<file path="src/rtl/game_pkg.sv">
// Shared screen geometry, coordinate types and slot-bus packing helper for the shooter game.
package game_pkg;

  localparam int unsigned SCREEN_W = 640;
  localparam int unsigned SCREEN_H = 480;
  localparam int unsigned COORD_W  = 10;

  typedef logic [COORD_W-1:0] coord_t;
  typedef logic [COORD_W:0]   coord_wide_t;

  typedef enum logic [1:0] {
    CD_KEEP,
    CD_INC,
    CD_HOLD,
    CD_CLEAR
  } cd_op_t;

  // LSB position of slot i inside a packed slot-indexed coordinate bus.
  function automatic int unsigned slot_lsb(input int unsigned i);
    return i * COORD_W;
  endfunction

endpackage

</file>
<file path="src/rtl/eb_slot.sv">
// One enemy bullet: position/enable registers with hit-clear, spawn load, move and bottom retire.
module eb_slot
  import game_pkg::*;
#(
  parameter int unsigned SPEED = 4
) (
  input  logic   clk,
  input  logic   rst,
  input  logic   tick,
  input  logic   clr,
  input  logic   load,
  input  coord_t load_x,
  input  coord_t load_y,
  output coord_t x,
  output coord_t y,
  output logic   en,
  output logic   en_nxt
);

  coord_wide_t y_step;
  coord_t      x_nxt;
  coord_t      y_nxt;

  always_comb begin
    y_step = {1'b0, y} + coord_wide_t'(SPEED);
    x_nxt  = x;
    y_nxt  = y;
    en_nxt = en;
    // Load is only ever steered at a slot that was free before the edge, so it never competes with move.
    if (clr && en) begin
      en_nxt = 1'b0;
    end else if (load && !en) begin
      en_nxt = 1'b1;
      x_nxt  = load_x;
      y_nxt  = load_y;
    end else if (tick && en) begin
      if (y_step >= coord_wide_t'(SCREEN_H)) begin
        en_nxt = 1'b0;
      end else begin
        y_nxt = y_step[COORD_W-1:0];
      end
    end
  end

  always_ff @(posedge clk or posedge rst) begin
    if (rst) begin
      x  <= '0;
      y  <= '0;
      en <= 1'b0;
    end else begin
      x  <= x_nxt;
      y  <= y_nxt;
      en <= en_nxt;
    end
  end

endmodule

</file>
<file path="src/rtl/enemy_bullet_gen.sv">
// Enemy bullet producer: fire cooldown, lowest-free slot allocation, spawn position and live count.
module enemy_bullet_gen
  import game_pkg::*;
#(
  parameter int unsigned N_SLOTS     = 4,
  parameter int unsigned FIRE_PERIOD = 30,
  parameter int unsigned SPEED       = 4,
  parameter int unsigned X_OFF       = 20,
  parameter int unsigned Y_OFF       = 40
) (
  input  logic                   clk,
  input  logic                   rst,
  input  logic                   tick,
  input  logic [9:0]             e_x,
  input  logic [9:0]             e_y,
  input  logic                   enemy_en,
  input  logic [N_SLOTS-1:0]     hit_clr,
  output logic [N_SLOTS*10-1:0]  eb_x,
  output logic [N_SLOTS*10-1:0]  eb_y,
  output logic [N_SLOTS-1:0]     eb_en,
  output logic                   fire,
  output logic [2:0]             fire_slot,
  output logic [3:0]             active_cnt
);

  localparam int unsigned CD_W = (FIRE_PERIOD > 1) ? $clog2(FIRE_PERIOD) : 1;
  localparam logic [CD_W-1:0] CD_LAST = CD_W'(FIRE_PERIOD - 1);

  logic [CD_W-1:0]    cd;
  logic [CD_W-1:0]    cd_nxt;
  cd_op_t             cd_op;
  logic               shot_due;
  logic               do_spawn;
  logic               any_free;
  logic [2:0]         free_idx;
  coord_wide_t        sum_x;
  coord_wide_t        sum_y;
  coord_t             spawn_x;
  coord_t             spawn_y;
  logic               y_ok;
  logic [N_SLOTS-1:0] load;
  logic [N_SLOTS-1:0] en_nxt;
  logic [3:0]         cnt_nxt;

  always_comb begin
    sum_x   = {1'b0, e_x} + coord_wide_t'(X_OFF);
    sum_y   = {1'b0, e_y} + coord_wide_t'(Y_OFF);
    spawn_x = (sum_x >= coord_wide_t'(SCREEN_W)) ? coord_t'(SCREEN_W - 1) : sum_x[COORD_W-1:0];
    spawn_y = sum_y[COORD_W-1:0];
    y_ok    = (sum_y < coord_wide_t'(SCREEN_H));
  end

  always_comb begin
    any_free = 1'b0;
    free_idx = '0;
    for (int unsigned i = 0; i < N_SLOTS; i++) begin
      if (!eb_en[i] && !any_free) begin
        any_free = 1'b1;
        free_idx = 3'(i);
      end
    end
  end

  assign shot_due = tick && enemy_en && (cd == CD_LAST);
  assign do_spawn = shot_due && y_ok && any_free;

  // A due shot with nowhere to go keeps cd parked so it retries each tick; a suppressed one still rearms.
  always_comb begin
    cd_op = CD_KEEP;
    if (!enemy_en) begin
      cd_op = CD_CLEAR;
    end else if (shot_due) begin
      cd_op = (!y_ok || any_free) ? CD_CLEAR : CD_HOLD;
    end else if (tick) begin
      cd_op = CD_INC;
    end
  end

  always_comb begin
    cd_nxt = cd;
    unique case (cd_op)
      CD_CLEAR: cd_nxt = '0;
      CD_INC:   cd_nxt = cd + 1'b1;
      CD_HOLD:  cd_nxt = cd;
      default:  cd_nxt = cd;
    endcase
  end

  for (genvar i = 0; i < N_SLOTS; i++) begin : g_slot
    coord_t slot_x;
    coord_t slot_y;

    assign load[i] = do_spawn && (free_idx == 3'(i));

    eb_slot #(
      .SPEED (SPEED)
    ) u_slot (
      .clk    (clk),
      .rst    (rst),
      .tick   (tick),
      .clr    (hit_clr[i]),
      .load   (load[i]),
      .load_x (spawn_x),
      .load_y (spawn_y),
      .x      (slot_x),
      .y      (slot_y),
      .en     (eb_en[i]),
      .en_nxt (en_nxt[i])
    );

    assign eb_x[slot_lsb(i) +: COORD_W] = slot_x;
    assign eb_y[slot_lsb(i) +: COORD_W] = slot_y;
  end

  always_comb begin
    cnt_nxt = '0;
    for (int unsigned i = 0; i < N_SLOTS; i++) begin
      cnt_nxt = cnt_nxt + 4'(en_nxt[i]);
    end
  end

  always_ff @(posedge clk or posedge rst) begin
    if (rst) begin
      cd         <= '0;
      fire       <= 1'b0;
      fire_slot  <= '0;
      active_cnt <= '0;
    end else begin
      cd         <= cd_nxt;
      fire       <= do_spawn;
      active_cnt <= cnt_nxt;
      if (do_spawn) begin
        fire_slot <= free_idx;
      end
    end
  end

endmodule

</file>
<file path="config.mk">
export PLATFORM = sky130hd
export DESIGN_NAME = enemy_bullet_gen
export DESIGN_NICKNAME = d
export VERILOG_FILES = /design/src/rtl/game_pkg.sv /design/src/rtl/eb_slot.sv /design/src/rtl/enemy_bullet_gen.sv
export SDC_FILE = /design/constraint.sdc
export NUM_CORES = 1
export LEC_CHECK = 0
export CAP_MARGIN = 20
export CORE_MARGIN = 2
export CORE_UTILIZATION = 58
export DETAILED_ROUTE_END_ITERATION = 6
export DONT_BUFFER_PORTS = 1
export PLACE_DENSITY = 0.73
export SYNTH_ARGS = -nofsm -noshare
export SYNTH_HDL_FRONTEND = slang
export SYNTH_HIERARCHICAL = 1
export SYNTH_SLANG_ARGS = --single-unit
export TNS_END_PERCENT = 50
</file>
<file path="constraint.sdc">
create_clock -name clk -period 3.31 [get_ports clk]
set_clock_uncertainty 0.1 [all_clocks]
set_input_delay 0.331 -clock clk [delete_from_list [all_inputs] [get_ports clk]]
set_output_delay 0.331 -clock clk [all_outputs]
set_load 0.02 [all_outputs]
</file>
Word-level counts from Yosys, hierarchy flattened
Index checks and enable logic that the tools add are counted.
Cells by class
  add/subtract/negate cells: 10
  bitwise gates (word level): 4
  reductions and logical operators: 45
  equality and inequality tests: 10
  magnitude comparators: 6
  mux-type cells: 41
Operator list (count)
  $mux W10: 13
  $add A10 B3 Y11 const B: 4
  $ge A11 B9 Y1 const B: 4
  $logic_and A1 B1 Y1: 23
  $mux W1: 23
  $reduce_and A3 Y1: 4
  $add A10 B5 Y11 const B: 1
  $add A10 B6 Y11 const B: 1
  $ge A11 B10 Y1 const B: 1
  $lt A11 B9 Y1 const B: 1
  $pmux W5 S2: 1
  $reduce_bool A2 Y1: 5
  $ne A2 B1 Y1 const B: 4
  $reduce_and A2 Y1: 4
  $logic_not A1 Y1: 7
  $eq A3 B2 Y1 const B: 2
  $mux W3: 2
  $add A5 B1 Y5 const B: 1
  $eq A5 B5 Y1 const B: 1
  $add A3 B1 Y4: 1
  $mux W2: 2
  $not A1 Y1: 4
  $add A2 B1 Y3: 1
  $eq A3 B1 Y1 const B: 1
  other kinds (5): 5
Storage, ports and cells
  output and inout bits: 92
  flip-flop bits (word level): 97
  input port bits: 28

Longest topological paths before layout
  word-level depth: 17
  depth in mapped cells: 15

Hierarchy
Netlist, hierarchy kept.
By module, submodules not included
  eb_slot: area an instance 1191.1 sq um, instances 4, cells each 131
  enemy_bullet_gen: area an instance 942.2 sq um, instances 1, cells each 116

Least setup slack after synthesis
No wires, ideal clock.
  path kind: input-to-reg
  from: input e_y[3]
  to: register active_cnt[1]
  stages: 14
  setup slack: -210 ps
  arrival: 3294 ps
  data required time: 3084 ps
  buffers on the path: 0
  cells stage by stage: ha_1 > o2111ai_1 > xnor2_1 > a2111oi_4 > nor4bb_1 > or2b_2 > nand3_2 > o21ai_2 > o21ai_0 > inv_1 > fa_1 > inv_1 > ha_1 > ha_1
RTL lines
  start: declaration: RTL line enemy_bullet_gen.sv:15  | input logic [9:0] e_y,
  $add A10 B6 Y11: RTL line enemy_bullet_gen.sv:47  | sum_y = {1'b0, e_y} + coord_wide_t'(Y_OFF);
  via sum_y[9]: RTL line enemy_bullet_gen.sv:37  | coord_wide_t sum_y;
  $lt A11 B9 Y1: RTL line enemy_bullet_gen.sv:50  | y_ok = (sum_y < coord_wide_t'(SCREEN_H));
  $logic_and A1 B1 Y1 (2 in a row): RTL line enemy_bullet_gen.sv:65  | assign do_spawn = shot_due && y_ok && any_free;
  $logic_and A1 B1 Y1: RTL line enemy_bullet_gen.sv:93  | assign load[i] = do_spawn && (free_idx == 3'(i));
  via load[3]: RTL line enemy_bullet_gen.sv:41  | logic [N_SLOTS-1:0] load;
  $logic_and A1 B1 Y1: RTL line eb_slot.sv:32  | end else if (load && !en) begin
  $mux W1: RTL line eb_slot.sv:32
  $mux W1: RTL line eb_slot.sv:30  | if (clr && en) begin
  via en_nxt[3]: RTL line enemy_bullet_gen.sv:42  | logic [N_SLOTS-1:0] en_nxt;
  $add A3 B1 Y4: RTL line enemy_bullet_gen.sv:118  | cnt_nxt = cnt_nxt + 4'(en_nxt[i]);
  via cnt_nxt[1]: RTL line enemy_bullet_gen.sv:43  | logic [3:0] cnt_nxt;
  end signal: assignment: RTL line enemy_bullet_gen.sv:131  | active_cnt <= cnt_nxt;
  end: declaration: RTL line enemy_bullet_gen.sv:23  | output logic [3:0] active_cnt
The timed path passes the listed nets, and every way through them passes these cells.
A chain may end at the register's enable or synchronous reset.

Worst setup path in the final report
  from: register cd[1]
  to: register active_cnt[1]
RTL lines
  start: declaration: RTL line enemy_bullet_gen.sv:29  | logic [CD_W-1:0] cd;
  start signal: assignment: RTL line enemy_bullet_gen.sv:129  | cd <= cd_nxt;
  $eq A5 B5 Y1: RTL line enemy_bullet_gen.sv:64  | assign shot_due = tick && enemy_en && (cd == CD_LAST);
  $logic_and A1 B1 Y1: RTL line enemy_bullet_gen.sv:64
  $logic_and A1 B1 Y1 (2 in a row): RTL line enemy_bullet_gen.sv:65
  $logic_and A1 B1 Y1: RTL line enemy_bullet_gen.sv:93
  via load[3]: RTL line enemy_bullet_gen.sv:41
  $logic_and A1 B1 Y1: RTL line eb_slot.sv:32
  $mux W1: RTL line eb_slot.sv:32
  $mux W1: RTL line eb_slot.sv:30
  via en_nxt[3]: RTL line enemy_bullet_gen.sv:42
  $add A3 B1 Y4: RTL line enemy_bullet_gen.sv:118
  via cnt_nxt[1]: RTL line enemy_bullet_gen.sv:43
The timed path passes the listed nets, and every way through them passes these cells.

==> results.toml <==
[power]
vdd_drop_max_v = 0.000238
leakage_nw = 3.04
power_density_mw_per_mm2 = 349
totalPowerFinal_w = 0.00221

[sta]
setup-violations-final = 0
timing_max_transition_violations_final = 0
final_worst_hold_slack_ns = 0.0259
fin_ws_ns = 0.0655
achievable-frequency_ghz = 0.308
fin_crit_ns = 3.24
hold_viol_final = 0
grt_setup_unrepaired = "yes"
worst_slew_margin_rel_pct = 36.2
timing.setup.tns_ns = 0
post-route-period-util_pct = 98.0
pin_slew_with_the_least_headroom_to_its_limit_ns = 0.956

[route]
post_dr_vias_cell = 6.10
detail_route.first_pass.iterations = 5
drt_iter0_drc = 314
route.detailed.drc = 0
postRouteWirelength_mm = 15.2
vias = 4963
final_antenna_net_count = 0
routed_wire_length_per_instance_microns = 18.7

[worst_setup_path]
timing.critical_path.to_type = "flop"
worst_path_arrival_ns = 3.46
timing.rr.end = "active_cnt[1]$_DFF_PP0_"
criticalPathCategory = "reg2reg"
setup.worst_path.start_class = "flop"
worstRegToRegCells = 14
cp_data_required_time_ns = 3.52
r2r-start = "cd[1]$_DFFE_PP0P_"
rrSetupSlack_ns = 0.07
critical_path.max_fanout = 4

[floorplanning]
core_area_sq_mm = 0.00964
die-height_microns = 103
die_area_sq_mm = 0.0106
number_of_ports_placed_on_the_die_boundary = 120
start_util_pct = 59.2
rows = 36
die_w_microns = 103

[min_path]
worstHoldEndpoint = "g_slot[1].u_slot/y[2]$_DFFE_PP0P_"
hold_path.class = "in2reg"
worstHoldStart = "e_y[2]"
min_path_cells = 1

[clock_tree]
tritoncts_buffer_count = 9
clock_tree_sinks = 95
cts.htree.levels = 3
cts_tree = "built"
clk_transition_reported_paths_ns = 0.09
cts_max_path_buffers = 2
root_buffer = "sky130_fd_sc_hd__clkbuf_8"
insertion_delay_ns = 0.37

[logic_synthesis]
synth_sequential_area_ratio_pct = 41.7
synth_top_cell_by_area = "sky130_fd_sc_hd__dfrtp_1"
post-synth-top-count-cell = "sky130_fd_sc_hd__nand2_1"
syn-cell-area_sq_mm = 0.00571
netlist-cell-type-count = 60
synth_top_cell_area_share_pct = 41.7
synth_async_sr_flop_share_pct = 100
post_synth.cell_area_avg_sq_um = 8.92
synth_edf_count = 0
synth_top_flop_cell = "sky130_fd_sc_hd__dfrtp_1"
synth.area.top_cells = "sky130_fd_sc_hd__dfrtp_1, sky130_fd_sc_hd__nand2_1, sky130_fd_sc_hd__o21ai_0"
ys_ff_latch = 95
synth_common_cells = "sky130_fd_sc_hd__nand2_1, sky130_fd_sc_hd__dfrtp_1, sky130_fd_sc_hd__o21ai_0"
syn_inst = 640
yosys_warnings = 6

[placed_design]
routabilityCongestion = 0.915
place_hpwl_mm = 11.3
port_buffers = 0
dp_slack_ns = -0.210

[final_layout]
num_antenna_cells = 0
nFillCells = 816
drive_above_1_share_pct = 17.4
num-nets-final = 714
area_growth_pct = 11.0

[global_route]
number_of_antenna_violations_at_the_first_check_in_global_routing = 0
grt_start_max_net_pins = 22
overflow = 0
grt_usage_pct = 28.8
via_count_of_the_first_global_routing_pass = 4639
grt_pass1_wl_mm = 23.6

[outcome]
outcome = "complete, no violations"

[run]
max_cap_violations = 0
-- repair_timing --
action	4_1_cts	5_1_grt
buffers inserted	1	0
resized for setup	2	4
hold buffers	5	1
setup endpoints to repair	3	2
pin swaps	2	0
hold endpoints to repair	106	1
-- metal layers --
layer	routed length [microns]	track usage, %
met4	409	11.1
met5	0	0
met2	7180	44.1
met3	1150	7.73
met1	6500	39.4
-- power breakdown --
| group | switching [W] | internal, W | total [W] |
|---|---|---|---|
| sequential | 0.0000192 | 0.00117 | 0.00119 |
| clock | 0.000413 | 0.000455 | 0.000868 |
| combinational | 0.000105 | 0.0000497 | 0.000155 |
-- layout by cell type (no fill, tap or decap), types with 7 or more instances in the layout --
| cell | Yosys | layout |
|---|---|---|
| sky130_fd_sc_hd__clkbuf_8 | 0 | 10 |
| sky130_fd_sc_hd__nand2_1 | 176 | 176 |
| sky130_fd_sc_hd__inv_1 | 18 | 17 |
| sky130_fd_sc_hd__dfrtp_1 | 95 | 95 |
| sky130_fd_sc_hd__ha_1 | 10 | 8 |
| sky130_fd_sc_hd__buf_4 | 6 | 47 |
| sky130_fd_sc_hd__a21oi_1 | 22 | 22 |
| sky130_fd_sc_hd__nand4_1 | 18 | 18 |
| sky130_fd_sc_hd__o22ai_1 | 13 | 13 |
| sky130_fd_sc_hd__o21ai_0 | 40 | 38 |
| sky130_fd_sc_hd__and3_2 | 8 | 8 |
| sky130_fd_sc_hd__nand3_1 | 11 | 11 |
| sky130_fd_sc_hd__nor2b_1 | 7 | 7 |
| sky130_fd_sc_hd__nand2b_1 | 8 | 8 |
| sky130_fd_sc_hd__nor2_1 | 28 | 28 |
| sky130_fd_sc_hd__o22a_1 | 8 | 8 |
| sky130_fd_sc_hd__xor2_1 | 13 | 13 |
-- how the worst max path moves through the flow --
stage                      start                 endpoint  slack (ns)
6_report       cd[1]$_DFFE_PP0P_  active_cnt[1]$_DFF_PP0_        0.07
5_1_grt        cd[1]$_DFFE_PP0P_  active_cnt[1]$_DFF_PP0_       -0.12
4_1_cts        cd[1]$_DFFE_PP0P_  active_cnt[1]$_DFF_PP0_        0.01
3_5_place_dp   cd[1]$_DFFE_PP0P_  active_cnt[1]$_DFF_PP0_       -0.21
3_3_place_gp              e_y[3]  active_cnt[1]$_DFF_PP0_        0.01
2_1_floorplan             e_y[3]  active_cnt[1]$_DFF_PP0_        0.04
-- metrics by stage --
stage	std cells	util (%)	instance area (sq um)
4_1_cts	812	65.6	6320
3_5_place_dp	790	62.5	6020
5_1_grt	813	65.7	6330
2_1_floorplan	641	-	5740
3_3_place_gp	790	62.5	6020
6_report	813	65.7	6330
-- cell type report --
class | count | area (sq um) | share of cell area (%)
tap | 133 | 166 | 2.63
inverter | 18 | 67.6 | 1.07
clock buffer | 11 | 141 | 2.23
clock inverter | 5 | 86.3 | 1.36
sequential | 95 | 2380 | 37.5
timing repair buffer | 53 | 413 | 6.52
multi-input combinational | 498 | 3080 | 48.7
-- critical path, cell delays in order (launching register included) --
cell	delay, ns
sky130_fd_sc_hd__dfrtp_1	0.41
sky130_fd_sc_hd__inv_2	0.07
sky130_fd_sc_hd__ha_1	0.13
sky130_fd_sc_hd__nand4_1	0.16
sky130_fd_sc_hd__a2111oi_4	0.37
sky130_fd_sc_hd__nor4bb_4	0.31
sky130_fd_sc_hd__or2b_4	0.31
sky130_fd_sc_hd__nand3_2	0.08
sky130_fd_sc_hd__o21ai_2	0.07
sky130_fd_sc_hd__o21ai_1	0.10
sky130_fd_sc_hd__inv_1	0.07
sky130_fd_sc_hd__fa_1	0.48
sky130_fd_sc_hd__inv_1	0.05
sky130_fd_sc_hd__ha_1	0.18
sky130_fd_sc_hd__ha_2	0.31
-- logic make-up after synthesis --
group,count (synthesis),synth area share (%)
multiplexers,2,0.373
flip-flops,95,41.7
adder cells (fa/ha/maj),11,2.54
AND/OR/NAND/NOR,312,27.7
AO/OA/AOI/OAI,154,19.9
other,1,0.0657
XOR/XNOR,17,2.61
buffers and inverters,48,5.22
-- flip-flops by register name, indices dropped and copies added, names as in the netlist --
| name | count |
|---|---|
| active_cnt | 3 |
| cd | 5 |
| g_slot.u_slot/y | 40 |
| g_slot.u_slot/en | 4 |
| fire | 1 |
| g_slot.u_slot/x | 40 |
| fire_slot | 2 |
Power figures use the tool's default switching activity.
